**config.mk**
```make
export PLATFORM = sky130hd
export DESIGN_NAME = nibble_serial_branch_comp_flat
export DESIGN_NICKNAME = d
export VERILOG_FILES = /design/src/rtl/nibble_serial_branch_comp_if.sv /design/src/rtl/nibble_serial_branch_comp.sv /design/src/flat_wrapper.sv
export SDC_FILE = /design/constraint.sdc
export NUM_CORES = 1
export LEC_CHECK = 0
export ABC_AREA = 0
export CAP_MARGIN = 5
export CORE_ASPECT_RATIO = 2
export CORE_UTILIZATION = 51
export DETAILED_ROUTE_END_ITERATION = 10
export GPL_TIMING_DRIVEN = 0
export PLACE_DENSITY_LB_ADDON = 0.25
export SKIP_LAST_GASP = 1
export SYNTH_ARGS = -nofsm -noshare
export SYNTH_HDL_FRONTEND = slang
export SYNTH_SLANG_ARGS = --single-unit
```
**constraint.sdc**
```tcl
create_clock -name clk -period 2.95 [get_ports clk]
set_input_delay 0.295 -clock clk [delete_from_list [all_inputs] [get_ports clk]]
set_output_delay 0.295 -clock clk [all_outputs]
set_load 0.02 [all_outputs]
```
**src/rtl/nibble_serial_branch_comp_if.sv**
```systemverilog
// Handshake bundle for the digit-serial branch comparator:
// operand/funct3 request side plus registered result side.
interface nibble_serial_branch_comp_if #(
  parameter int WIDTH = 32
);
  logic             in_valid;
  logic             in_ready;
  logic [WIDTH-1:0] rs1;
  logic [WIDTH-1:0] rs2;
  logic [2:0]       funct3;
  logic             out_valid;
  logic             out_ready;
  logic             eq;
  logic             lt;
  logic             gt;
  logic             taken;
  logic             illegal;

  modport master (
    output in_valid, rs1, rs2, funct3, out_ready,
    input  in_ready, out_valid, eq, lt, gt, taken, illegal
  );

  modport slave (
    input  in_valid, rs1, rs2, funct3, out_ready,
    output in_ready, out_valid, eq, lt, gt, taken, illegal
  );
endinterface

```
**src/rtl/nibble_serial_branch_comp.sv**
```systemverilog
// RV32I branch comparator evaluated one DIGIT-bit slice per clock,
// LSB-first, with a running eq/lt/gt cascade between slices.
module nibble_serial_branch_comp #(
  parameter int WIDTH = 32,
  parameter int DIGIT = 4
) (
  input logic clk,
  input logic rst,
  nibble_serial_branch_comp_if.slave bus
);
  localparam int STEPS = WIDTH / DIGIT;
  localparam int CW = (STEPS > 1) ? $clog2(STEPS) : 1;
  localparam logic [CW-1:0] LAST = CW'(STEPS - 1);
  localparam logic [WIDTH-1:0] MSB = {1'b1, {(WIDTH-1){1'b0}}};

  typedef enum logic [1:0] {IDLE, RUN, DONE} state_t;

  state_t           state;
  logic [WIDTH-1:0] a, b;
  logic [2:0]       f3;
  logic [CW-1:0]    cnt;
  logic             c_eq, c_lt, c_gt;
  logic [DIGIT-1:0] da, db;
  logic             n_eq, n_lt, n_gt;
  logic             n_taken, n_illegal;
  logic             sgn;
  logic             r_valid, r_eq, r_lt, r_gt;
  logic             r_taken, r_illegal;

  assign bus.in_ready  = (state == IDLE);
  assign bus.out_valid = r_valid;
  assign bus.eq        = r_eq;
  assign bus.lt        = r_lt;
  assign bus.gt        = r_gt;
  assign bus.taken     = r_taken;
  assign bus.illegal   = r_illegal;

  // Flipping the sign bits turns a signed compare into an unsigned one
  assign sgn = (bus.funct3[2:1] == 2'b10);
  assign da  = a[DIGIT-1:0];
  assign db  = b[DIGIT-1:0];

  always_comb begin
    n_eq = c_eq;
    n_lt = c_lt;
    n_gt = c_gt;
    if (da > db) begin
      n_gt = 1'b1;
      n_lt = 1'b0;
      n_eq = 1'b0;
    end else if (da < db) begin
      n_gt = 1'b0;
      n_lt = 1'b1;
      n_eq = 1'b0;
    end
  end

  always_comb begin
    n_taken   = 1'b0;
    n_illegal = 1'b0;
    unique case (f3)
      3'b000:         n_taken = n_eq;
      3'b001:         n_taken = !n_eq;
      3'b100, 3'b110: n_taken = n_lt;
      3'b101, 3'b111: n_taken = !n_lt;
      default:        n_illegal = 1'b1;
    endcase
  end

  always_ff @(posedge clk or posedge rst) begin
    if (rst) begin
      state     <= IDLE;
      a         <= '0;
      b         <= '0;
      f3        <= '0;
      cnt       <= '0;
      c_eq      <= 1'b1;
      c_lt      <= 1'b0;
      c_gt      <= 1'b0;
      r_valid   <= 1'b0;
      r_eq      <= 1'b0;
      r_lt      <= 1'b0;
      r_gt      <= 1'b0;
      r_taken   <= 1'b0;
      r_illegal <= 1'b0;
    end else begin
      unique case (state)
        IDLE: begin
          if (bus.in_valid) begin
            f3    <= bus.funct3;
            a     <= sgn ? (bus.rs1 ^ MSB) : bus.rs1;
            b     <= sgn ? (bus.rs2 ^ MSB) : bus.rs2;
            c_eq  <= 1'b1;
            c_lt  <= 1'b0;
            c_gt  <= 1'b0;
            cnt   <= '0;
            state <= RUN;
          end
        end
        RUN: begin
          c_eq <= n_eq;
          c_lt <= n_lt;
          c_gt <= n_gt;
          a    <= a >> DIGIT;
          b    <= b >> DIGIT;
          cnt  <= cnt + 1'b1;
          if (cnt == LAST) begin
            r_eq      <= n_eq;
            r_lt      <= n_lt;
            r_gt      <= n_gt;
            r_taken   <= n_taken;
            r_illegal <= n_illegal;
            r_valid   <= 1'b1;
            state     <= DONE;
          end
        end
        DONE: begin
          if (bus.out_ready) begin
            r_valid <= 1'b0;
            state   <= IDLE;
          end
        end
        default: state <= IDLE;
      endcase
    end
  end
endmodule

```
**src/flat_wrapper.sv**
```systemverilog
// flat-port wrapper written by rule: the top's interface ports become plain ports
module nibble_serial_branch_comp_flat 
#(
  parameter int WIDTH = 32,
  parameter int DIGIT = 4
)
  (clk, rst, bus_in_valid, bus_rs1, bus_rs2, bus_funct3, bus_out_ready, bus_in_ready, bus_out_valid, bus_eq, bus_lt, bus_gt, bus_taken, bus_illegal);
  nibble_serial_branch_comp_if #(.WIDTH(WIDTH)) bus_i ();
  input logic clk;
  input logic rst;
  input wire logic [$bits(bus_i.in_valid)-1:0] bus_in_valid;
  input wire logic [$bits(bus_i.rs1)-1:0] bus_rs1;
  input wire logic [$bits(bus_i.rs2)-1:0] bus_rs2;
  input wire logic [$bits(bus_i.funct3)-1:0] bus_funct3;
  input wire logic [$bits(bus_i.out_ready)-1:0] bus_out_ready;
  output wire logic [$bits(bus_i.in_ready)-1:0] bus_in_ready;
  output wire logic [$bits(bus_i.out_valid)-1:0] bus_out_valid;
  output wire logic [$bits(bus_i.eq)-1:0] bus_eq;
  output wire logic [$bits(bus_i.lt)-1:0] bus_lt;
  output wire logic [$bits(bus_i.gt)-1:0] bus_gt;
  output wire logic [$bits(bus_i.taken)-1:0] bus_taken;
  output wire logic [$bits(bus_i.illegal)-1:0] bus_illegal;
  assign bus_i.in_valid = bus_in_valid;
  assign bus_i.rs1 = bus_rs1;
  assign bus_i.rs2 = bus_rs2;
  assign bus_i.funct3 = bus_funct3;
  assign bus_i.out_ready = bus_out_ready;
  assign bus_in_ready = bus_i.in_ready;
  assign bus_out_valid = bus_i.out_valid;
  assign bus_eq = bus_i.eq;
  assign bus_lt = bus_i.lt;
  assign bus_gt = bus_i.gt;
  assign bus_taken = bus_i.taken;
  assign bus_illegal = bus_i.illegal;
  nibble_serial_branch_comp #(.WIDTH(WIDTH), .DIGIT(DIGIT)) u_core (.clk(clk), .rst(rst), .bus(bus_i));
endmodule
```
After elaboration in Yosys (flattened, before gate mapping)
Cells that the tools add are included.
{"block": "word_totals", "output_inout_bits": 7, "in_bits": 71, "ff_bits": 81, "wordCells": 73}
{"block": "classes", "n_eq_ne": 12, "mux": 28, "n_lt_le_gt_ge": 2, "add_sub_neg": 1, "reduce_logical": 14, "bitwise": 2}
{"op": "32-bit two-way mux", "n": 4}
{"op": "32-bit case mux with 2 select lines", "n": 2}
{"op": "3-bit equality test (second input constant)", "n": 5}
{"op": "1-bit two-way mux", "n": 11}
{"op": "1-bit case mux with 2 select lines", "n": 4}
{"op": "2-bit two-way mux", "n": 3}
{"op": "2-bit case mux with 3 select lines", "n": 1}
{"op": "3-bit case mux with 2 select lines", "n": 1}
{"op": "2-bit AND reduction", "n": 3}
{"op": "3-bit AND reduction", "n": 2}
{"op": "6-bit OR reduction", "n": 1}
{"op": "2-bit equality test (second input constant)", "n": 2}
{"op": "4-bit > comparator", "n": 1}
{"op": "4-bit less-than comparator", "n": 1}
{"op": "2-bit inequality test (second input constant)", "n": 2}
{"op": "1-bit case mux with 4 select lines", "n": 1}
{"op": "2-bit nonzero test", "n": 2}
{"op": "2-bit OR reduction", "n": 2}
{"op": "3-bit by 1-bit adder with 3-bit output (second input constant)", "n": 1}
{"op": "3-bit by 1-bit equality test with 1-bit output (second input constant)", "n": 1}
{"op": "3-bit logical NOT", "n": 1}
{"op": "3-bit two-way mux", "n": 1}
{"op": "2-bit by 1-bit equality test with 1-bit output (second input constant)", "n": 1}
{"op": "1-bit logical NOT", "n": 2}
{"op": "other kinds (3)", "n": 4}

Longest topological paths before layout
{"block": "logic_depth", "depth_word": 5, "ltp_mapped": 7, "mapped_depth_nobuf": 7}

Worst setup path before layout
OpenSTA, ideal clock, no wires.
{"block": "synth_timing", "path_kind": "reg-to-reg", "from": "register u_core.a[3]", "to": "register u_core.r_taken, in the netlist u_core.bus.taken", "arrival_time_ps": 1615, "slack_ps": 1209, "setup_time_ps": 126, "period_less_slack_ps": 1741, "path_stages_with_launch": 7, "cell_sequence": "dfrtp_1 ha_1 a21o_1 o311ai_4 xor2_1 nor4_1 a221o_1"}
{"block": "synth_between", "elab_chain_cells": 5, "elab_cells_between_ends": 9, "classes_between": "order compare (2); mux (5); reduce/logical (2)"}
{"item": "start, declared", "line": "nibble_serial_branch_comp.sv:19", "text": "logic [WIDTH-1:0] a, b;"}
{"item": "start signal, assigned", "line": "nibble_serial_branch_comp.sv:91", "text": "a <= sgn ? (bus.rs1 ^ MSB) : bus.rs1;"}
{"item": "start signal, assigned", "line": "nibble_serial_branch_comp.sv:104", "text": "a <= a >> DIGIT;"}
{"item": "4-bit less-than comparator", "line": "nibble_serial_branch_comp.sv:51", "text": "end else if (da < db) begin"}
{"item": "1-bit two-way mux", "line": "nibble_serial_branch_comp.sv:51"}
{"item": "1-bit two-way mux", "line": "nibble_serial_branch_comp.sv:47", "text": "if (da > db) begin"}
{"item": "1-bit logical NOT (on tied branches)", "line": "nibble_serial_branch_comp.sv:65, nibble_serial_branch_comp.sv:63"}
{"item": "1-bit case mux with 4 select lines (*)", "line": "nibble_serial_branch_comp.sv:61", "text": "unique case (f3)"}
{"item": "end signal, assigned", "line": "nibble_serial_branch_comp.sv:111", "text": "r_taken <= n_taken;"}
{"item": "end, declared", "line": "nibble_serial_branch_comp.sv:28", "text": "logic r_taken, r_illegal;"}
Mark *: on every way between the ends. The rest lies on a longest branch, timed or not.
A chain may end at the register's enable or synchronous reset.

Worst setup path in the final report
{"block": "layout_timing", "from": "register u_core.a[1]", "to": "register u_core.r_taken, in the netlist u_core.bus.taken"}
The elaborated chain is that of the path after synthesis.

==> summary.txt <==
Setup path
  • CP max stage delay: approximately 0.42 ns
  • CP max stage cell: dfrtp_1
  • CP Cell Sequence: ha_1 -> and2b_1 -> o211ai_1 -> a22oi_2 -> xnor2_1 -> a221o_1
  • Type of the worst setup path: reg -> reg
  • Top Family by Delay on Critical Path: compound AO/OA/AOI/OAI gates
  • Crit. End Element: flop
  • CP bufs+invs: 0
  • Startpoint Class: flop
  • CP Max Fanout: 3
  • Crit path depth: 6
  • Depth of the worst register-to-register path: 6
  • Critical path arrival: ~2.2 ns
  • Worst Path Required: roughly 3.2 ns

Final layout
  • Nets: 540
  • Layout cell share with drive strength beyond 1: approximately 8.8%
  • Area taken by multi-input logic gates: approximately 0.0016 sq mm
  • Ant. Diodes: 0
  • Fillers: approximately 570
  • Register area: approximately 0.0020 sq mm
  • Synth-to-layout area growth: 31.8%
  • Finished Layout Cells: 560

Synthesis
  • Gate Count Post-Synth: 374
  • Synth async-reset ratio: 100%
  • Post-synthesis register bit count: 81
  • Syn nets: around 450
  • Mapped cell area: between 0.003 and 0.004 sq mm
  • Primary FF master, synth: dfrtp_1
  • Largest family of logic cells by synthesized area: multiplexers
  • Sequential fraction of the synthesis area: between 50% and 60%
  • Number of flops mapped to enable cells by yosys: 0
  • Adder-Cell Fraction of Synth Area: under 10%
  • Post-synth top area cell: dfrtp_1
  • Area contributors post-synth: dfrtp_1 53%, mux2i_1 14%, nand2_1 8.4%
  • Syn. warnings: 0
  • Distinct cells, synth: 32
  • Post-synth top area share: a little over half
  • Mux cell area share after synthesis: between 10 and 15%
  • Mean Syn Cell Area: between 10 and 15 sq um
  • Most frequent cell after synthesis: nand2_1
  • Simple-gate portion of the synthesized area: between 10 and 15%
  • Synth Area in XOR/XNOR: less than 1%
  • Compound-Gate Fraction of Synth Area: 13.1%
  • Synth cell count leaders: 85 x nand2_1, 80 x dfrtp_1, 53 x mux2i_1

Power
  • Pwr Total: ~0.0047 W
  • Leakage power: around 2.1 nW
  • Sw Share: a little under two fifths
  • Flop pwr share: between 30% and 40%
  • Clock power share: a little under a quarter
  • Comb pwr share: 39.5%
  • Internal power: 0.00295 W
  • Sw Pwr: about 0.0017 W
  • Power per cell area: 935 mW/mm^2
  • VDD IR max: approximately 0.00048 V

STA
  • Final Hold Vio Count: 0
  • WHS: between 0.2 and 0.3 ns
  • Setup TNS: 0 ns
  • Unrepaired setup endpoints after global routing: no
  • Final setup viols: 0
  • Max Slew Vio Count: 0
  • Worst Tran Pin Value: between 0.4 and 0.5 ns
  • Slew HR: around two thirds
  • Fmax: 515 MHz
  • Final min period: about 1.9 ns
  • Setup Skew: ~0.0033 ns
  • Final period utilization: 65.9%

Detailed routing
  • 1st-iter DRT viols: between 100 and 150
  • Final ANT Viol Nets: 0
  • Routed wire per std cell: between 15 and 20 microns
  • DRC: 0
  • DR vias: between 3000 and 4000
  • Post-Route WL: 8.85 mm
  • First-pass detailed-route iteration total: 4
  • Vias per inst: 5.38

Clock network
  • Post-CTS sizing: 0
  • Number of H-tree levels: 3
  • CTS root buffer: clkbuf_16
  • CTS Buf Count: 9
  • Worst-Skew Late Latency: ~0.33 ns
  • CTS max path bufs: 2
  • Setup bufs post-CTS: 0
  • Clk slew on worst S/H paths: 0.06 ns
  • CTS sink cnt: 81
  • Post-CTS Hold Fix Bufs: 0
  • CTS tree: built

Floorplan
  • DIE HEIGHT: between 100 and 150 microns
  • Core area: between 0.007 and 0.008 sq mm
  • Initial Util: between 50% and 60%
  • Standard-cell rows: 44
  • Ports: about 80
  • Die width: around 63 microns
  • Die ar.: between 0.007 and 0.008 sq mm

GRT
  • Initial antenna violation count: 0
  • GRT Overall Usage: 25.2%
  • Largest net degree at the start of global routing: 66
  • First-pass GRT wire length: 14.6 mm
  • Number of global-route vias before repair: 3124
  • Total gr overflow: 0

Hold path
  • Hold crit path type: in -> async

Run
  • Max-cap viol count: 0

Place
  • Final GP Congestion: between 0.7 and 0.8
  • Inst Count DP: about 540
  • IO buf count: 77
  • Hpwl dp: roughly 6.6 mm

Status
  • Outcome: finished clean
==> path summary, 6_finish.rpt <==
check / start / endpoint / slack [ns]
max in group asynchronous: rst / u_core.c_eq$_DFFE_PP1P_ / 2.06
setup / recovery: u_core.a[1]$_DFFE_PP0P_ / u_core.bus.taken$_DFFE_PP0P_ / 1.01
min in group clk: u_core.a[27]$_DFFE_PP0P_ / u_core.a[23]$_DFFE_PP0P_ / 0.48
setup reg to reg: u_core.a[1]$_DFFE_PP0P_ / u_core.bus.taken$_DFFE_PP0P_ / 1.01
hold reg to reg: u_core.a[27]$_DFFE_PP0P_ / u_core.a[23]$_DFFE_PP0P_ / 0.48
hold / removal: rst / u_core.b[12]$_DFFE_PP0P_ / 0.25
==> worst reg2reg max path, delay by kind of cell (launching register included) <==
family                   cells  cell delay (ns)
AO/OA/AOI/OAI                3             0.73
adder cells (fa/ha/maj)      1             0.32
AND/OR/NAND/NOR              1             0.21
flip-flops                   1             0.42
XOR/XNOR                     1             0.15
==> routing by layer <==
| metal | routed length [microns] | up-vias | global-route usage, % |
|---|---|---|---|
| met5 | 0 | - | 0 |
| met4 | 320 | 0 | 14.0 |
| met3 | 392 | 24 | 6.04 |
| met2 | 4870 | 85 | 45.7 |
| met1 | 3270 | 1449 | 26.2 |
| li1 | - | 1457 | - |
==> power by group through the flow <==
stage | clock network, W | registers (W) | logic (W)
final | 0.00108 | 0.00176 | 0.00185
after global routing | 0.00113 | 0.00181 | 0.00208
after CTS | 0.00109 | 0.00176 | 0.00187
after detailed placement | 0 | 0.00178 | 0.00186
after global placement | 0 | 0.00176 | 0.00178
after floorplan | 0 | 0.00173 | 0.00131
==> cell usage in the layout, fill, tap and decap left out, drive strengths merged, types with 2 or more instances in the layout <==
cell type	instances
a21oi	7
and2b	2
buf	18
clkbuf	21
clkdlybuf4s50	77
clkinv	2
dfrtp	80
ha	6
inv	7
mux2	3
mux2i	53
nand2	85
nand2b	2
nor2	10
o21ai	78
xnor2	2
xor2	2
==> through the flow <==
stage          setup slack (ns)  util (%)  cell area (sq um)
2_1_floorplan             0.577         -               3810
3_3_place_gp             -0.651      65.1               4690
3_5_place_dp               1.01      65.5               4720
4_1_cts                    1.01      69.6               5020
5_1_grt                   0.900      69.6               5020
6_report                   1.01      69.6               5020
==> sequential cells by signal, summed over array words and instances, names as in the netlist <==
register and flops:
u_core.a 32, u_core.b 32, u_core.bus.eq 1, u_core.bus.gt 1
u_core.bus.illegal 1, u_core.bus.lt 1, u_core.bus.out_valid 1, u_core.bus.taken 1
u_core.c_eq 1, u_core.c_gt 1, u_core.c_lt 1, u_core.cnt 3
u_core.f3 3, u_core.state 2
==> cell families (layout without fill, tap and decap cells) <==
family                     count (synthesis)  after routing
buffers and inverters                     31            125
and+or+nand+nor                          105            105
DFF                                       81             81
adders and majority gates                  6              6
xor gates and xnor gates                   4              4
muxes                                     56             56
AOI/OAI and AO/OA                         91             91
==> final cells by class <==
| cell class | instances | area share (%) |
|---|---|---|
| Sequential cell | 81 | 40.4 |
| Tap cell | 92 | 2.29 |
| Clock buffer | 14 | 5.66 |
| Buffer | 24 | 3.02 |
| Clock inverter | 2 | 0.200 |
| Timing Repair Buffer | 78 | 15.9 |
| Multi-Input combinational cell | 262 | 31.9 |
| Inverter | 7 | 0.574 |
Note: power is estimated with default switching activity, not from simulation.
